<file path="src/rtl/vga_pkg.sv">
// vga_pkg: shared colours, timing defaults and pipeline record types for the VGA stages
package vga_pkg;
    typedef logic [11:0] rgb_t;
    localparam int H_ACTIVE_DEF = 800;
    localparam int V_ACTIVE_DEF = 600;
    localparam rgb_t BLACK      = 12'h000;
    localparam rgb_t BORDER_TOP = 12'hff0;
    localparam rgb_t BORDER_BOT = 12'hf00;
    localparam rgb_t BORDER_L   = 12'h0f0;
    localparam rgb_t BORDER_R   = 12'h00f;
    localparam rgb_t GRASS      = 12'h080;
    localparam rgb_t WHITE      = 12'hfff;
    localparam rgb_t ROAD       = 12'h555;
    typedef enum logic [2:0] {BRD_NONE, BRD_TOP, BRD_BOT, BRD_L, BRD_R} border_t;
    typedef struct packed {
        logic [10:0] h;
        logic [10:0] v;
        logic        hs;
        logic        vs;
        logic        hb;
        logic        vb;
    } timing_t;
    typedef struct packed {
        logic    blank;
        border_t border;
        logic    grass;
        logic    edge_ln;
        logic    ctr;
        logic    dash;
    } flags_t;
endpackage

</file>
<file path="src/rtl/scroll_counter.sv">
// scroll_counter: advances the dash scroll offset once per frame on the vblank rising edge
module scroll_counter #(
    parameter int DASH_PERIOD = 64
) (
    input  logic                           pclk,
    input  logic                           rst,
    input  logic                           vblnk_in,
    input  logic                           scroll_en,
    input  logic [3:0]                     speed,
    output logic [$clog2(DASH_PERIOD)-1:0] scroll_pos
);
    localparam int PW = $clog2(DASH_PERIOD);
    logic          vblnk_prev_q;
    logic [PW-1:0] scroll_pos_q, scroll_pos_d;
    always_comb scroll_pos_d = (vblnk_in & ~vblnk_prev_q & scroll_en) ? scroll_pos_q + PW'(speed) : scroll_pos_q;
    // prev starts high so a vblank already active at release is not an edge
    always_ff @(posedge pclk) begin
        if (rst) begin
            vblnk_prev_q <= 1'b1;
            scroll_pos_q <= '0;
        end else begin
            vblnk_prev_q <= vblnk_in;
            scroll_pos_q <= scroll_pos_d;
        end
    end
    assign scroll_pos = scroll_pos_q;
endmodule

</file>
<file path="src/rtl/draw_background_scroll.sv">
// draw_background_scroll: two-stage road/grass/dashed-centre background with per-frame scrolling
module draw_background_scroll
    import vga_pkg::*;
#(
    parameter int H_ACTIVE    = H_ACTIVE_DEF,
    parameter int V_ACTIVE    = V_ACTIVE_DEF,
    parameter int ROAD_L      = 200,
    parameter int ROAD_R      = 599,
    parameter int CENTER      = 400,
    parameter int LINE_W      = 8,
    parameter int DASH_PERIOD = 64,
    parameter int DASH_LEN    = 32
) (
    input  logic                           pclk,
    input  logic                           rst,
    input  logic [10:0]                    hcount_in,
    input  logic [10:0]                    vcount_in,
    input  logic                           hsync_in,
    input  logic                           vsync_in,
    input  logic                           hblnk_in,
    input  logic                           vblnk_in,
    input  logic                           scroll_en,
    input  logic [3:0]                     speed,
    output logic [10:0]                    hcount_out,
    output logic [10:0]                    vcount_out,
    output logic                           hsync_out,
    output logic                           vsync_out,
    output logic                           hblnk_out,
    output logic                           vblnk_out,
    output logic [11:0]                    rgb_out,
    output logic [$clog2(DASH_PERIOD)-1:0] scroll_pos
);
    localparam int PW = $clog2(DASH_PERIOD);
    localparam logic [10:0] H_LAST = 11'(H_ACTIVE - 1);
    localparam logic [10:0] V_LAST = 11'(V_ACTIVE - 1);
    localparam logic [10:0] RL     = 11'(ROAD_L);
    localparam logic [10:0] RR     = 11'(ROAD_R);
    localparam logic [10:0] EL_HI  = 11'(ROAD_L + LINE_W - 1);
    localparam logic [10:0] ER_LO  = 11'(ROAD_R - LINE_W + 1);
    localparam logic [10:0] C_LO   = 11'(CENTER - LINE_W / 2);
    localparam logic [10:0] C_HI   = 11'(CENTER + LINE_W / 2 - 1);
    localparam logic [PW-1:0] DL   = PW'(DASH_LEN);
    timing_t       t_in, t1_q, t2_q;
    flags_t        f_d, f1_q;
    rgb_t          rgb_d, rgb_q;
    logic [10:0]   dy_full;
    logic [PW-1:0] dash_y;
    scroll_counter #(.DASH_PERIOD(DASH_PERIOD)) u_scroll (
        .pclk      (pclk),
        .rst       (rst),
        .vblnk_in  (vblnk_in),
        .scroll_en (scroll_en),
        .speed     (speed),
        .scroll_pos(scroll_pos)
    );
    assign t_in    = '{h: hcount_in, v: vcount_in, hs: hsync_in, vs: vsync_in, hb: hblnk_in, vb: vblnk_in};
    assign dy_full = vcount_in - 11'(scroll_pos);
    assign dash_y  = dy_full[PW-1:0];
    always_comb begin
        f_d.blank   = hblnk_in | vblnk_in;
        f_d.border  = vcount_in == 11'd0 ? BRD_TOP :
                      vcount_in == V_LAST ? BRD_BOT :
                      hcount_in == 11'd0 ? BRD_L :
                      hcount_in == H_LAST ? BRD_R : BRD_NONE;
        f_d.grass   = hcount_in < RL || hcount_in > RR;
        f_d.edge_ln = (hcount_in >= RL && hcount_in <= EL_HI) || (hcount_in >= ER_LO && hcount_in <= RR);
        f_d.ctr     = hcount_in >= C_LO && hcount_in <= C_HI;
        f_d.dash    = dash_y < DL;
    end
    always_comb begin
        rgb_d = f1_q.blank ? BLACK :
                f1_q.border == BRD_TOP ? BORDER_TOP :
                f1_q.border == BRD_BOT ? BORDER_BOT :
                f1_q.border == BRD_L ? BORDER_L :
                f1_q.border == BRD_R ? BORDER_R :
                f1_q.grass ? GRASS :
                (f1_q.edge_ln || (f1_q.ctr && f1_q.dash)) ? WHITE : ROAD;
    end
    always_ff @(posedge pclk) begin
        if (rst) begin
            t1_q  <= '0;
            t2_q  <= '0;
            f1_q  <= '0;
            rgb_q <= '0;
        end else begin
            t1_q  <= t_in;
            f1_q  <= f_d;
            t2_q  <= t1_q;
            rgb_q <= rgb_d;
        end
    end
    assign hcount_out = t2_q.h;
    assign vcount_out = t2_q.v;
    assign hsync_out  = t2_q.hs;
    assign vsync_out  = t2_q.vs;
    assign hblnk_out  = t2_q.hb;
    assign vblnk_out  = t2_q.vb;
    assign rgb_out    = rgb_q;
endmodule

</file>
<file path="config.mk">
export PLATFORM = sky130hd
export DESIGN_NAME = draw_background_scroll
export DESIGN_NICKNAME = d
export VERILOG_FILES = /design/src/rtl/vga_pkg.sv /design/src/rtl/scroll_counter.sv /design/src/rtl/draw_background_scroll.sv
export SDC_FILE = /design/constraint.sdc
export NUM_CORES = 1
export LEC_CHECK = 0
export BUFFER_PORTS_ARGS = -buffer_cell sky130_fd_sc_hd__buf_2
export CAP_MARGIN = 10
export CELL_PAD_IN_SITES_DETAIL_PLACEMENT = 0
export CELL_PAD_IN_SITES_GLOBAL_PLACEMENT = 1
export CORE_MARGIN = 3
export CORE_UTILIZATION = 39
export DETAILED_ROUTE_END_ITERATION = 8
export PLACE_DENSITY = 0.89
export SLEW_MARGIN = 20
export SYNTH_ARGS = -nofsm -noshare
export SYNTH_HDL_FRONTEND = slang
export SYNTH_SLANG_ARGS = --single-unit
</file>
<file path="constraint.sdc">
create_clock -name pclk -period 1.72 [get_ports pclk]
set_input_delay 0 -clock pclk [delete_from_list [all_inputs] [get_ports pclk]]
set_output_delay 0 -clock pclk [all_outputs]
set_load 0.02 [all_outputs]
</file>
; Word-level counts from Yosys, hierarchy flattened
; Cells that the tools add are included.
[op_classes]
addsub = 2
mul = 0
div_mod_pow = 0
magnitude_cmp = 9
eq_ne = 6
shifts = 0
mux = 10
bitwise = 4
n_reduce_logical = 13
[ops]
columns = cell, count
row1 = $mux W12, 6
row2 = $eq A11 B10 Y1 const B, 2
row3 = $logic_not A11 Y1, 2
row4 = $ge A11 B10 Y1 const B, 1
row5 = $ge A11 B8 Y1 const B, 1
row6 = $ge A11 B9 Y1 const B, 1
row7 = $gt A11 B10 Y1 const B, 1
row8 = $le A11 B10 Y1 const B, 1
row9 = $le A11 B8 Y1 const B, 1
row10 = $le A11 B9 Y1 const B, 1
row11 = $lt A11 B8 Y1 const B, 1
row12 = $add A6 B4 Y6, 1
row13 = $eq A3 B2 Y1 const B, 2
row14 = $lt A6 B6 Y1 const B, 1
row15 = $sub A6 B6 Y6, 1
row16 = $reduce_or A5 Y1, 1
row17 = $logic_and A1 B1 Y1, 4
row18 = $mux W2, 2
row19 = $reduce_or A2 Y1, 2
row20 = $reduce_or A4 Y1, 1
row21 = $eq A3 B1 Y1 const B, 1
row22 = $eq A3 B3 Y1 const B, 1
row23 = $logic_or A1 B1 Y1, 3
row24 = $mux W3, 1
row25 = other kinds (4), 5
[word_totals]
reg_bits = 79
latchBits = 0
mem_bits_rw = 0
romBits = 0
elab_cells = 68
mem_count = 0

; Longest topological paths before layout
[logic_depth]
word_depth = 8
depth_mapped = 6
ltp_nobuf = 6

; Hierarchy
; A second synthesis with hierarchy kept.
[hier_totals]
cells_unflattened = 255
hier_area_um2 = 2667.6
[modules_own_cells]
columns = module, instances, cells_per_inst, area_each_um2, seq_area_each_um2
row1 = draw_background_scroll, 1, 213, 2249.7, 1341.3
row2 = scroll_counter, 1, 42, 417.9, 140.1

; Worst setup path after synthesis
; Ideal clock, no wire load.
[synth_timing]
path_kind = register -> register
from = register u_scroll.scroll_pos_q[1] (netlist: u_scroll.scroll_pos[1])
to = register u_scroll.scroll_pos_q[5] (netlist: u_scroll.scroll_pos[5])
t_arrival_ps = 1586
required_ps = 1599
path_slack_ps = 13
path_stages_with_launch = 6
n_path_buf = 0
synth_period_minus_slack_ps = 1707
path_cell_list = dfxtp_1 > ha_1 > a211oi_1 > nor2_1 > o211ai_1 > mux2_2
[synth_between]
elab_chain_cells = 1
[synth_lines]
columns = item, line
row1 = start: declaration, scroll_counter.sv:14  ; logic [PW-1:0] scroll_pos_q, scroll_pos_d;
row2 = start signal: assignment, scroll_counter.sv:23  ; scroll_pos_q <= scroll_pos_d;
row3 = $add A6 B4 Y6, scroll_counter.sv:15  ; always_comb scroll_pos_d = (vblnk_in & ~vblnk_prev_q & scroll_en) ? scroll_pos_q + PW'(speed) : scroll_pos_q;
; Every way passes these cells.
; A chain may end at the register's enable or synchronous reset.

; Worst setup path in the final report
[layout_timing]
from = register u_scroll.scroll_pos_q[0] (netlist: u_scroll.scroll_pos[0])
to = register u_scroll.scroll_pos_q[4] (netlist: u_scroll.scroll_pos[4])
; Same word-level chain as after synthesis.

==> impl_metrics.env <==
export IMPL_status="finished clean"
export IMPL_hp_class="in -> reg"
export IMPL_htree_levels=3
export IMPL_antennaDiodeCount=0
export IMPL_core_region_area_um2=6490
export IMPL_vdd_drop_max_mv=0.517
export IMPL_number_of_failing_hold_endpoints_at_the_final_stage=0
export IMPL_critical_path_most_common_cell="sky130_fd_sc_hd__a21oi_1"
export IMPL_total_of_buffers_placed_on_input_and_output_ports=76
export IMPL_sequential_cell_area_um2=1480
export IMPL_wire_per_inst_um=12.1
export IMPL_sw_frac_of_total_pct=22.5
export IMPL_timing_clock_skew_ns=0.00638
export IMPL_drtPass1Iterations=4
export IMPL_detailedPlacementHpwl_um=3690
export IMPL_ys_warn_count=0
export IMPL_clk_path_buf_depth=2
export IMPL_synth_fp_nets=295
export IMPL_share_clk_of_total_power_pct=40.3
export IMPL_syn2layout_area_growth_pct=35.2
export IMPL_number_of_enable_type_register_cells_in_the_synthesized_netlist=0
export IMPL_grt_max_degree=32
export IMPL_globalRouteTotalUtil_pct=14.3
export IMPL_wirelength_um=5310
export IMPL_antenna_found_initial=0
export IMPL_placement_cell_area_um2=3090
export IMPL_ys_seq_area_share_pct=55.6
export IMPL_worstHoldEndpoint="u_scroll.scroll_pos[2]"
export IMPL_p_switching_mw=0.812
export IMPL_layout_common_cells="sky130_fd_sc_hd__buf_2, sky130_fd_sc_hd__dfxtp_1, sky130_fd_sc_hd__nor2b_1"
export IMPL_cts_root_buf="sky130_fd_sc_hd__clkbuf_8"
export IMPL_timing_reg2reg_worst_path_depth=6
export IMPL_wire_length_of_the_first_global_routing_pass_um=8380
export IMPL_worstSetupEndpointType="register"
export IMPL_setup_violations=0
export IMPL_tritoncts="built"
export IMPL_intPower_mw=2.79
export IMPL_synth_top_flop_cell="sky130_fd_sc_hd__dfxtp_1"
export IMPL_fill_cells=581
export IMPL_numCtsBuffers=9
export IMPL_critical_path_reg2reg_startpoint="u_scroll.scroll_pos[0]"
export IMPL_max_stage_delay_ns=0.42
export IMPL_cp_top_family="adder cells"
export IMPL_postSynth_asyncResetShare_pct=0
export IMPL_syn_area_per_cell_um2=10.5
export IMPL_most_common_cell_after_layout_fill_and_taps_aside="sky130_fd_sc_hd__buf_2"
export IMPL_layout_min_cycle_time_ns=1.61
export IMPL_fin_ws_ns=0.115
export IMPL_die_area_um2=7860
export IMPL_slowest_stage="sky130_fd_sc_hd__fa_1"
export IMPL_worst_path_buf_inv=0
export IMPL_crit_chain="ha_1 > fa_1 > a21o_1 > a21oi_1 > or3_1 > a21oi_1"
export IMPL_critPathMaxFanout=4
export IMPL_fin_nets=400
export IMPL_worst_min_delay_path_startpoint="scroll_en"
export IMPL_finalMaxSlewViolations=0
export IMPL_ys_types=47
export IMPL_period_utilisation_layout_pct=93.3
export IMPL_grt_overflow=0
export IMPL_total_number_of_placement_rows=29
export IMPL_post_route_drc_count=0
export IMPL_timing_rr_end="u_scroll.scroll_pos[4]"
export IMPL_post_route_cells_drive_above_1_share_pct=29.1
export IMPL_critical_path_required_ns=1.94
export IMPL_power_frac_seq_pct=50.0
export IMPL_dr_total_vias=2065
export IMPL_synth_cells=253
export IMPL_leakage_nw=1.69
export IMPL_clk_insertion_delay_late_ns=0.34
export IMPL_min_delay_path_depth=3
export IMPL_post_route_cell_area_um2=3600
export IMPL_grt_pass1_vias=1919
export IMPL_post_synth_instance_area_um2=2670
export IMPL_ant_nets=0
export IMPL_path_clk_slew_ns=0.07
export IMPL_clock_sink_count=74
export IMPL_p_per_area_nw_per_um2=1000
export IMPL_gp_routability_congestion=0.818
export IMPL_max_cap_violations=0
export IMPL_power_frac_comb_pct=9.7
export IMPL_maximum_clock_rate_mhz=623
export IMPL_multi_input_area_um2=1090
export IMPL_floorplan_die_width_um=88.7
export IMPL_fp_dieH_um=88.7
export IMPL_synth_ff_latch_count=74
export IMPL_unrepaired_setup_endpoints_after_global_routing="no"
export IMPL_drt_vias_per_instance=4.71
export IMPL_max_slew_margin_rel_pct=75.7
export IMPL_worstSetupStartpointType="register"
export IMPL_pin_count=77
export IMPL_max_slew_worst_pin_slew_ns=0.362
export IMPL_setup_total_negative_slack_ns=0
export IMPL_worstSetupPathType="reg -> reg"
export IMPL_rrSetupSlack_ns=0.11
export IMPL_pre_cts_slack_ns=0.0937
export IMPL_critPathArrivalTime_ns=1.83
export IMPL_dr_first_iter_drc_count=29
export IMPL_starting_density_of_the_core_pct=41.0
export IMPL_final_hold_worst_slack_ns=0.0215
worst max path at each step:
stage	from	end	slack (ns)	cells past startpoint
final	u_scroll.scroll_pos[0]	u_scroll.scroll_pos[4]	0.11	6
after global routing	u_scroll.scroll_pos[0]	u_scroll.scroll_pos[4]	0.007	6
after CTS	hcount_in[9]	f1_q[2]	0.07	7
after detailed placement	u_scroll.scroll_pos[1]	u_scroll.scroll_pos[5]	0.09	5
after global placement	u_scroll.scroll_pos[1]	u_scroll.scroll_pos[5]	0.13	5
after floorplan	u_scroll.scroll_pos[1]	u_scroll.scroll_pos[5]	0.01	5
sequential cells by signal, summed over array words and instances (netlist names):
register and cells:
u_scroll.scroll_pos 6, f1_q 8, vblnk_out 1, vcount_out 11, hcount_out 11, hsync_out 1, hblnk_out 1, vsync_out 1
t1_q 26, u_scroll.vblnk_prev_q 1, rgb_out 7
cell usage after synthesis (all sizes together), types with 2 or more instances:
library cell | count | area share, %
nor2b | 54 | 13
and3 | 2 | 0.47
dfxtp | 74 | 56
a211oi | 3 | 0.85
nand2 | 5 | 0.70
or3 | 2 | 0.47
clkbuf | 5 | 0.70
a21o | 4 | 1.1
nor3 | 3 | 0.94
nor4 | 5 | 1.9
a31oi | 2 | 0.47
ha | 8 | 3.8
or2 | 3 | 0.70
mux2i | 2 | 0.75
o31ai | 3 | 0.85
nor2 | 17 | 2.4
and4 | 2 | 0.66
inv | 9 | 1.3
o21ai | 9 | 1.7
nand3 | 3 | 0.56
buf | 8 | 1.9
xnor2 | 2 | 0.66
a21oi | 11 | 2.1
power groups by stage:
| stage | Clock, mW | Sequential [mW] | Combinational, mW |
|---|---|---|---|
| 6_report | 1.45 | 1.80 | 0.349 |
| 4_1_cts | 1.49 | 1.80 | 0.349 |
| 5_1_grt | 1.57 | 1.81 | 0.386 |
| 2_1_floorplan | 0 | 1.88 | 0.139 |
| 3_3_place_gp | 0 | 1.84 | 0.296 |
| 3_5_place_dp | 0 | 1.84 | 0.300 |
worst min-delay path: cells and delay by family:
family          cells  cell delay, ns
compound gates      1            0.08
simple gates        1            0.12
buf+inv             1            0.11
metal layers:
layer	wire [um]	GRT usage, %	vias up
met3	376	6.15	9
met5	0	0	-
li1	-	-	1057
met2	2520	24.3	62
met4	86	6.32	0
met1	2320	15.4	937
repair_timing:
action | CTS | global route
setup endpoints to repair | 0 | 2
hold buffers | 29 | 0
resized for setup | 0 | 3
buffers inserted | 0 | 0
hold endpoints to repair | 31 | 0
metrics by stage:
stage	cells	util, %	power, mW
after floorplan	253	-	2.02
after global placement	395	47.5	2.14
after detailed placement	395	47.5	2.14
after CTS	438	55.3	3.64
after global routing	438	55.5	3.77
final	438	55.5	3.61
area by class of cell:
class,count,share of cell area (%)
clock inverters,4,2.12
well taps,77,2.67
repair buffers,107,19.1
flip-flops and latches,74,41.1
multi-input cells,157,30.2
clock buffers,10,3.82
inverters,9,0.937
cell families (layout without fill, tap and decap cells):
group	after synthesis	count (layout)	share of synthesized area, %
AND/OR/NAND/NOR	103	103	24.6
multiplexers	3	3	1.17
XOR/XNOR	3	3	0.986
AO/OA/AOI/OAI	39	39	9.25
adder cells (fa/ha/maj)	9	9	4.51
buffers and inverters	22	130	3.90
flip-flops	74	74	55.6
Note: power is estimated with default switching activity, not from simulation.
